$ cat src/rtl/rsign_macro_dispatch.sv
// ---------------------------------------------------------------------------
// rsign_macro_dispatch
//
// Reader side of the RSign binarization stage. Each 3x3 binary activation
// window (FM_DEPTH channels x 9 bits) arrives with a 2-bit chs_macro tag and
// is captured into a two-entry ping-pong buffer. A small FSM then streams the
// window to the compute macros as one or two half-depth beats over a
// valid/ready handshake.
//
// Ports
//   clk           system clock
//   rst_n         asynchronous, active-low reset
//   act_valid     one-cycle strobe: act_in / chs_macro_in carry a new window
//   act_in        FM_DEPTH x 9 binary activations from RSign
//   chs_macro_in  tag: bit0 = first half to send, bit1 = send both halves
//   macro_ready   macro bank accepts the current beat
//   macro_valid   beat on macro_act is valid
//   macro_act     FM_DEPTH/2 x 9 half-window payload
//   macro_half    half index of the current beat (0 lower, 1 upper)
//   macro_last    current beat is the final beat of its frame
//   buf_count     frames held in the buffer (0..2)
//   overflow      sticky: a frame was dropped because the buffer was full
// ---------------------------------------------------------------------------
module rsign_macro_dispatch #(
    parameter int FM_DEPTH = 128
) (
    input  logic                         clk,
    input  logic                         rst_n,
    input  logic                         act_valid,
    input  logic [FM_DEPTH-1:0][8:0]     act_in,
    input  logic [1:0]                   chs_macro_in,
    input  logic                         macro_ready,
    output logic                         macro_valid,
    output logic [FM_DEPTH/2-1:0][8:0]   macro_act,
    output logic                         macro_half,
    output logic                         macro_last,
    output logic [1:0]                   buf_count,
    output logic                         overflow
);

    localparam int HALF = FM_DEPTH / 2;

    typedef enum logic {
        S_IDLE,
        S_SEND
    } state_t;

    // Frame storage: payload and tag per entry. Contents are only meaningful
    // while counted in r_count, so they carry no reset.
    logic [FM_DEPTH-1:0][8:0] r_bufAct [2];
    logic [1:0]               r_bufTag [2];

    logic       r_wp;
    logic       r_rp;
    logic [1:0] r_count;
    logic       r_overflow;

    state_t             r_state;
    logic               r_valid;
    logic [HALF-1:0][8:0] r_act;
    logic               r_half;
    logic               r_last;

    logic                 w_handshake;
    logic                 w_pop;
    logic                 w_full;
    logic                 w_push;
    logic                 w_drop;
    logic [1:0]           w_rdTag;
    logic [HALF-1:0][8:0] w_rdLower;
    logic [HALF-1:0][8:0] w_rdUpper;

    // A frame leaves the buffer only when its final beat is accepted; a full
    // buffer can still take a new frame in that same cycle.
    assign w_handshake = r_valid & macro_ready;
    assign w_pop       = w_handshake & r_last;
    assign w_full      = (r_count == 2'd2);
    assign w_push      = act_valid & (~w_full | w_pop);
    assign w_drop      = act_valid & w_full & ~w_pop;

    assign w_rdTag   = r_bufTag[r_rp];
    assign w_rdLower = r_bufAct[r_rp][HALF-1:0];
    assign w_rdUpper = r_bufAct[r_rp][FM_DEPTH-1:HALF];

    // Entry rp is never overwritten while it is being sent: a push into the
    // same entry only happens on the cycle its last beat is accepted.
    always_ff @(posedge clk) begin
        if (w_push) begin
            r_bufAct[r_wp] <= act_in;
            r_bufTag[r_wp] <= chs_macro_in;
        end
    end

    // Pointers, occupancy and the sticky drop flag.
    always_ff @(posedge clk or negedge rst_n) begin
        if (!rst_n) begin
            r_wp       <= 1'b0;
            r_rp       <= 1'b0;
            r_count    <= 2'd0;
            r_overflow <= 1'b0;
        end else begin
            if (w_push) begin
                r_wp <= ~r_wp;
            end
            if (w_pop) begin
                r_rp <= ~r_rp;
            end
            case ({w_push, w_pop})
                2'b10:   r_count <= r_count + 2'd1;
                2'b01:   r_count <= r_count - 2'd1;
                default: r_count <= r_count;
            endcase
            if (w_drop) begin
                r_overflow <= 1'b1;
            end
        end
    end

    // Beat sequencer. IDLE always costs one cycle between frames because it
    // looks at the registered occupancy before loading beat 0. In SEND the
    // outputs hold until accepted; the second beat carries the other half.
    always_ff @(posedge clk or negedge rst_n) begin
        if (!rst_n) begin
            r_state <= S_IDLE;
            r_valid <= 1'b0;
            r_act   <= '0;
            r_half  <= 1'b0;
            r_last  <= 1'b0;
        end else begin
            case (r_state)
                S_IDLE: begin
                    if (r_count != 2'd0) begin
                        r_valid <= 1'b1;
                        r_half  <= w_rdTag[0];
                        r_last  <= ~w_rdTag[1];
                        r_act   <= w_rdTag[0] ? w_rdUpper : w_rdLower;
                        r_state <= S_SEND;
                    end
                end
                S_SEND: begin
                    if (w_handshake) begin
                        if (r_last) begin
                            r_valid <= 1'b0;
                            r_state <= S_IDLE;
                        end else begin
                            r_half <= ~r_half;
                            r_last <= 1'b1;
                            r_act  <= r_half ? w_rdLower : w_rdUpper;
                        end
                    end
                end
                default: begin
                    r_valid <= 1'b0;
                    r_state <= S_IDLE;
                end
            endcase
        end
    end

    assign macro_valid = r_valid;
    assign macro_act   = r_act;
    assign macro_half  = r_half;
    assign macro_last  = r_last;
    assign buf_count   = r_count;
    assign overflow    = r_overflow;

endmodule

$ cat config.mk
export PLATFORM = sky130hd
export DESIGN_NAME = rsign_macro_dispatch
export DESIGN_NICKNAME = d
export VERILOG_FILES = /design/src/rtl/rsign_macro_dispatch.sv
export SDC_FILE = /design/constraint.sdc
export NUM_CORES = 2
export LEC_CHECK = 0
export ABC_AREA = 1
export CORE_AREA = 2 2 679 681
export CTS_CLUSTER_DIAMETER = 40
export DETAILED_ROUTE_END_ITERATION = 6
export DIE_AREA = 0 0 681 683
export MAX_ROUTING_LAYER = met4
export PLACE_DENSITY_LB_ADDON = 0.15
export SYNTH_ARGS = -nofsm -noshare
export SYNTH_HDL_FRONTEND = slang
export SYNTH_SLANG_ARGS = --single-unit
$ cat constraint.sdc
create_clock -name clk -period 99.7 [get_ports clk]
set_input_delay 24.925 -clock clk [delete_from_list [all_inputs] [get_ports clk]]
set_output_delay 24.925 -clock clk [all_outputs]
set_load 0.005 [all_outputs]
### Word-level counts from Yosys, hierarchy flattened

Memories as Yosys holds them, arrays and structs flattened.
Index checks and enable logic that the tools add are counted.

| cells by class | value |
|---|---|
| equal/unequal tests | 7 |
| reduce and logical (&&, ||, !) cells | 5 |
| bitwise logic cells | 13 |
| multiplexer cells | 24 |
| $add $sub $neg | 2 |

Operators by type and width:

| cell | count |
|---|---|
| 576-bit two-way mux | 5 |
| 576-bit one-hot mux with 2 select lines | 1 |
| 1-bit two-way mux | 13 |
| 1-bit one-hot mux with 2 select lines | 4 |
| 1-bit NOT | 7 |
| 3-bit AND reduction | 2 |
| 1-bit bitwise AND | 5 |
| 2-bit equality test, second input constant | 2 |
| 2-bit by 1-bit != test with 1-bit output, second input constant | 2 |
| 2-bit != test, second input constant | 2 |
| 2-bit one-hot mux with 2 select lines | 1 |
| 2-bit nonzero test | 2 |
| 2-bit by 1-bit adder with 2-bit output, second input constant | 1 |
| 2-bit by 1-bit equality test with 1-bit output, second input constant | 1 |
| 2-bit AND reduction | 1 |
| 2-bit by 1-bit subtractor with 2-bit output, second input constant | 1 |
| 1-bit bitwise OR | 1 |

| storage, ports and cells | value |
|---|---|
| input bits | 1,158 |
| word-level logic and storage cells | 125 |
| flip-flop bits (word level) | 585 |
| memory bits (writable) | 2,308 |
| memories kept | 2 |

Memory list:

| name | depth | width | rd ports | clocked after memory_dff | wr ports | RTL line | text |
|---|---|---|---|---|---|---|---|
| r_bufAct | 2 | 1,152 | 1 | 0 | 1 | 50 | `logic [FM_DEPTH-1:0][8:0] r_bufAct [2];` |
| r_bufTag | 2 | 2 | 1 | 0 | 1 | 51 | `logic [1:0] r_bufTag [2];` |

### Logic depth before layout (Yosys ltp)

| logic depth | value |
|---|---|
| depth in word-level cells | 6 |
| mapped depth | 11 |

### Worst setup path after synthesis

OpenSTA, ideal clock, no wires.

| path | value |
|---|---|
| path kind | in2reg |
| start point | in macro_ready |
| end point | mem r_bufAct[1][0] (netlist bit) (enable) |
| path buffers | 0 |
| path slack | 23.860 ns |
| cell stages on the path | 6 |
| library setup time | 2.704 ns |
| arrival | 73.136 ns |
| cell sequence | nand2_1 > nor2_1 > inv_1 > nand3_1 > nand2_1 > nor2_1 |

| between the ends | value |
|---|---|
| longest elaborated chain between the ends | 6 |

Ends and longest elaborated chain:

| item | RTL line | text |
|---|---|---|
| start, declared | 32 | `input logic macro_ready,` |
| 1-bit bitwise AND | 75 | `assign w_handshake = r_valid & macro_ready;` |
| 1-bit bitwise AND | 76 | `assign w_pop = w_handshake & r_last;` |
| 1-bit bitwise OR | 78 | `assign w_push = act_valid & (~w_full \| w_pop);` |
| 1-bit bitwise AND | 78 |  |
| 1-bit two-way mux | 88 | `if (w_push) begin` |
| 1-bit two-way mux (implied by the code) | 89 | `r_bufAct[r_wp] <= act_in;` |
| end, declared | 50 |  |

No other way between the ends.

### Worst setup path in the final report

| path | value |
|---|---|
| start point | in macro_ready |
| end point | mem r_bufAct[1][367] (netlist bit) (enable) |

The elaborated chain is that of the path after synthesis.

==> flow_summary.json <==
{
  "status": "complete, no violations",
  "clock_skew_ns": 0.0605,
  "grtUsageTotal_pct": 20.0,
  "synth_top_family_by_area": "simple AND/OR/NAND/NOR gates",
  "yosys.area_share.xor_xnor_pct": 0.00737,
  "ioPinCount": 1740,
  "globalplace.congestion": 0.866,
  "grt_overflow_total": 0,
  "r2r_cells": 11,
  "grt_max_degree": 197,
  "clk_path_buf_depth": 4,
  "max_freq_mhz": 33.0,
  "slowest_stage": "buf_4",
  "syn-instance-count": 11100,
  "cts-root-buf": "clkbuf_16",
  "min-delay-start": "macro_act[337]",
  "ys_seq_elements": 2893,
  "vias": 84500,
  "worstSetupStartpointType": "input pin",
  "synth_area_leaders": "edfxtp_1 58%, dfrtp_1 12%, nand2_1 11%, nand3_1 7.3%, inv_1 5.5%",
  "crit_chain": "clkdlybuf4s50_1 -> nand2_1 -> nor2_1 -> inv_1 -> nand3_1 -> nand2_1 -> nor2_4 -> buf_4 -> buf_4 -> buf_12 -> buf_4 -> buf_4",
  "drt_first_pass_iters": 6,
  "syn-cell-area_um2": 119000,
  "synth_mux_area_share_pct": 0,
  "rr_endpoint": "r_bufAct[1][367]",
  "p_per_area_nw_per_um2": 34.8,
  "vias_per_cell": 4.31,
  "drt-initial-drc-count": 5964,
  "cts_max_level": 6,
  "drive_gt1_share_pct": 7.65,
  "antenna_found_initial": 326,
  "critical_path.top_delay_family": "buffers and inverters",
  "cts_resized": 0,
  "synth.largest_area_cell": "edfxtp_1",
  "port_buffers": 1739,
  "syn_avg_cell_area_um2": 10.7,
  "synth_seq_area_share_pct": 70.6,
  "syn_to_final_growth_pct": 35.2,
  "rows": 249,
  "syn-num-nets": 12200,
  "wl_mm": 470,
  "synth_edf_count": 2308,
  "die_w_um": 681,
  "crit_type": "input pin to flop",
  "grt_pass1_vias": 80600,
  "r2r_start": "macro_valid",
  "place_ws_ns": 68.20,
  "cap_violations": 0,
  "detail-route-antenna-nets": 0,
  "end_kind": "flop",
  "slew_headroom_pct": 23.0,
  "fill_cells": 45700,
  "synthSimpleGateAreaFrac_pct": 18.3,
  "min_to": "macro_act[337]",
  "drt-wirelength-per-cell_um": 24.0,
  "die_height_um": 683,
  "dieArea_um2": 465000,
  "tightestPinTransition_ns": 1.15,
  "hold_path_class": "flop to flop",
  "cpMostUsedCell": "buf_4",
  "ir_drop_mv": 0.0277,
  "maxSlewViolCount": 0,
  "cp_max_fo": 136,
  "critPathBufInv": 7,
  "min_period_over_period_pct": 30.4,
  "drc": 0,
  "nets": 14000,
  "worstPathRequired_ns": 100.28,
  "hpwlAfterDp_mm": 316,
  "finalHoldViolations": 0,
  "finalSetupViolCount": 0,
  "p_leak_nw": 68.5,
  "numCtsBuffers": 526,
  "clkLatencyLatePin_ns": 1.00,
  "fin_ws_ns": 69.37,
  "path_clk_slew_ns": 0.05,
  "synth_async_sr_flop_share_pct": 20.2,
  "hold_buffers": 0,
  "synth_cell_type_count": 20,
  "core_area_um2": 458000,
  "yosys.area_share.adder_pct": 0,
  "yosys.area.top_type_share_pct": 58.3,
  "slowest_delay_ns": 0.83,
  "grt_pass1_wl_mm": 645,
  "hold_path_depth": 2,
  "post-cts-setup-buffers": 0,
  "rsz0062_at_grt": "false",
  "cts_tree": "built",
  "r2r_slack_ns": 93.17,
  "setup_tns_ns": 0,
  "synth-compound-area-share_pct": 2.46,
  "dp_cells": 18500,
  "critPathArrivalTime_ns": 30.91,
  "min_period_ns": 30.33,
  "yosysWarnings": 0,
  "finalNonFillerCells": 19600,
  "start_util_pct": 25.9,
  "clock-sinks": 2893,
  "synth_top_flop_cell": "edfxtp_1"
}
synth_stat cells (3+ instances only):
cell      count
nand2_1    3481
edfxtp_1   2308
inv_1      1740
nand3_1    1737
dfrtp_1     585
o21ai_0     379
clkbuf_1    232
buf_2       213
o21ai_1     200
buf_4        91
buf_6        81
buf_1        22
nor2_1        5
inv_2         3
per-stage QoR:
stage	utilization, %	area, um^2	hold WS [ns]	power [mW]
floorplan	-	119000	0.442	3.25
global placement	30.9	142000	0.461	3.77
detailed placement	30.9	142000	0.464	3.77
CTS	35.0	160000	0.478	5.67
global route	35.0	161000	0.488	5.90
finish	35.1	161000	0.474	5.58
cells in the final DEF, fill, tap and decap left out, types with 4 or more instances in the layout:
master,n
o21ai_1,200
buf_4,113
edfxtp_1,2308
clkbuf_1,75
clkdlybuf4s50_1,1738
diode_2,167
o21ai_0,379
nand3_1,1735
clkbuf_8,38
nand2_1,3479
inv_6,32
dfrtp_1,584
clkinv_16,13
nor2_1,4
bufinv_16,77
inv_16,13
clkinv_4,34
clkinvlp_4,49
clkbuf_16,528
clkinv_1,24
inv_1,1739
buf_12,18
clkinv_2,74
clkinv_8,14
worst max-delay path by stage:
stage | from | to | slack, ns | depth (start not counted)
finish | macro_ready | r_bufAct[1][367] | 69.37 | 12
global route | macro_ready | r_bufAct[1][367] | 68.87 | 12
CTS | macro_ready | r_bufAct[1][306] | 69.31 | 12
detailed placement | macro_ready | r_bufAct[1][342] | 68.20 | 12
global placement | macro_ready | r_bufAct[1][342] | 68.20 | 12
floorplan | macro_ready | r_bufAct[1][0] | 23.86 | 6
area by class of cell:
class | count | area [um^2] | area share [%]
flip-flops and latches | 2893 | 83900 | 52.3
clock inverters | 330 | 4600 | 2.86
well taps | 6149 | 7690 | 4.79
inverters | 1743 | 6570 | 4.09
multi-input cells | 5808 | 24800 | 15.4
clock buffers | 641 | 14000 | 8.73
diodes | 167 | 418 | 0.260
repair buffers | 1870 | 18600 | 11.6
tightest hold or removal path, cell delays in order (launching register included):
cell and delay [ns]:
dfrtp_1 0.34, nand2_1 0.05, nand2_1 0.05
where the power goes:
part | internal (mW) | total [mW] | leakage (nW) | switching, mW
logic | 0.598 | 1.86 | 31.1 | 1.26
registers | 1.70 | 1.85 | 28.5 | 0.149
clock network | 1.21 | 1.88 | 8.95 | 0.661
total | 3.51 | 5.58 | 68.5 | 2.07
flip-flops by register name, summed over array words and instances (netlist names):
register / flops
r_bufTag: 4
macro_half: 1
macro_valid: 1
macro_act: 576
r_wp: 1
r_state: 1
r_rp: 1
buf_count: 2
macro_last: 1
overflow: 1
r_bufAct: 2304
layer usage:
metal / part of all wire (%) / track usage (%)
met3: 6.7 / 4.90
met1: 41 / 24.0
met4: 3.7 / 7.39
met5: 0 / -
met2: 49 / 32.8
cells by family after synthesis:
family / Yosys count
AO/OA/AOI/OAI: 582
AND/OR/NAND/NOR: 5225
buffers and inverters: 2382
XOR/XNOR: 1
flip-flops: 2893
Note: power is estimated with default switching activity, not from simulation.
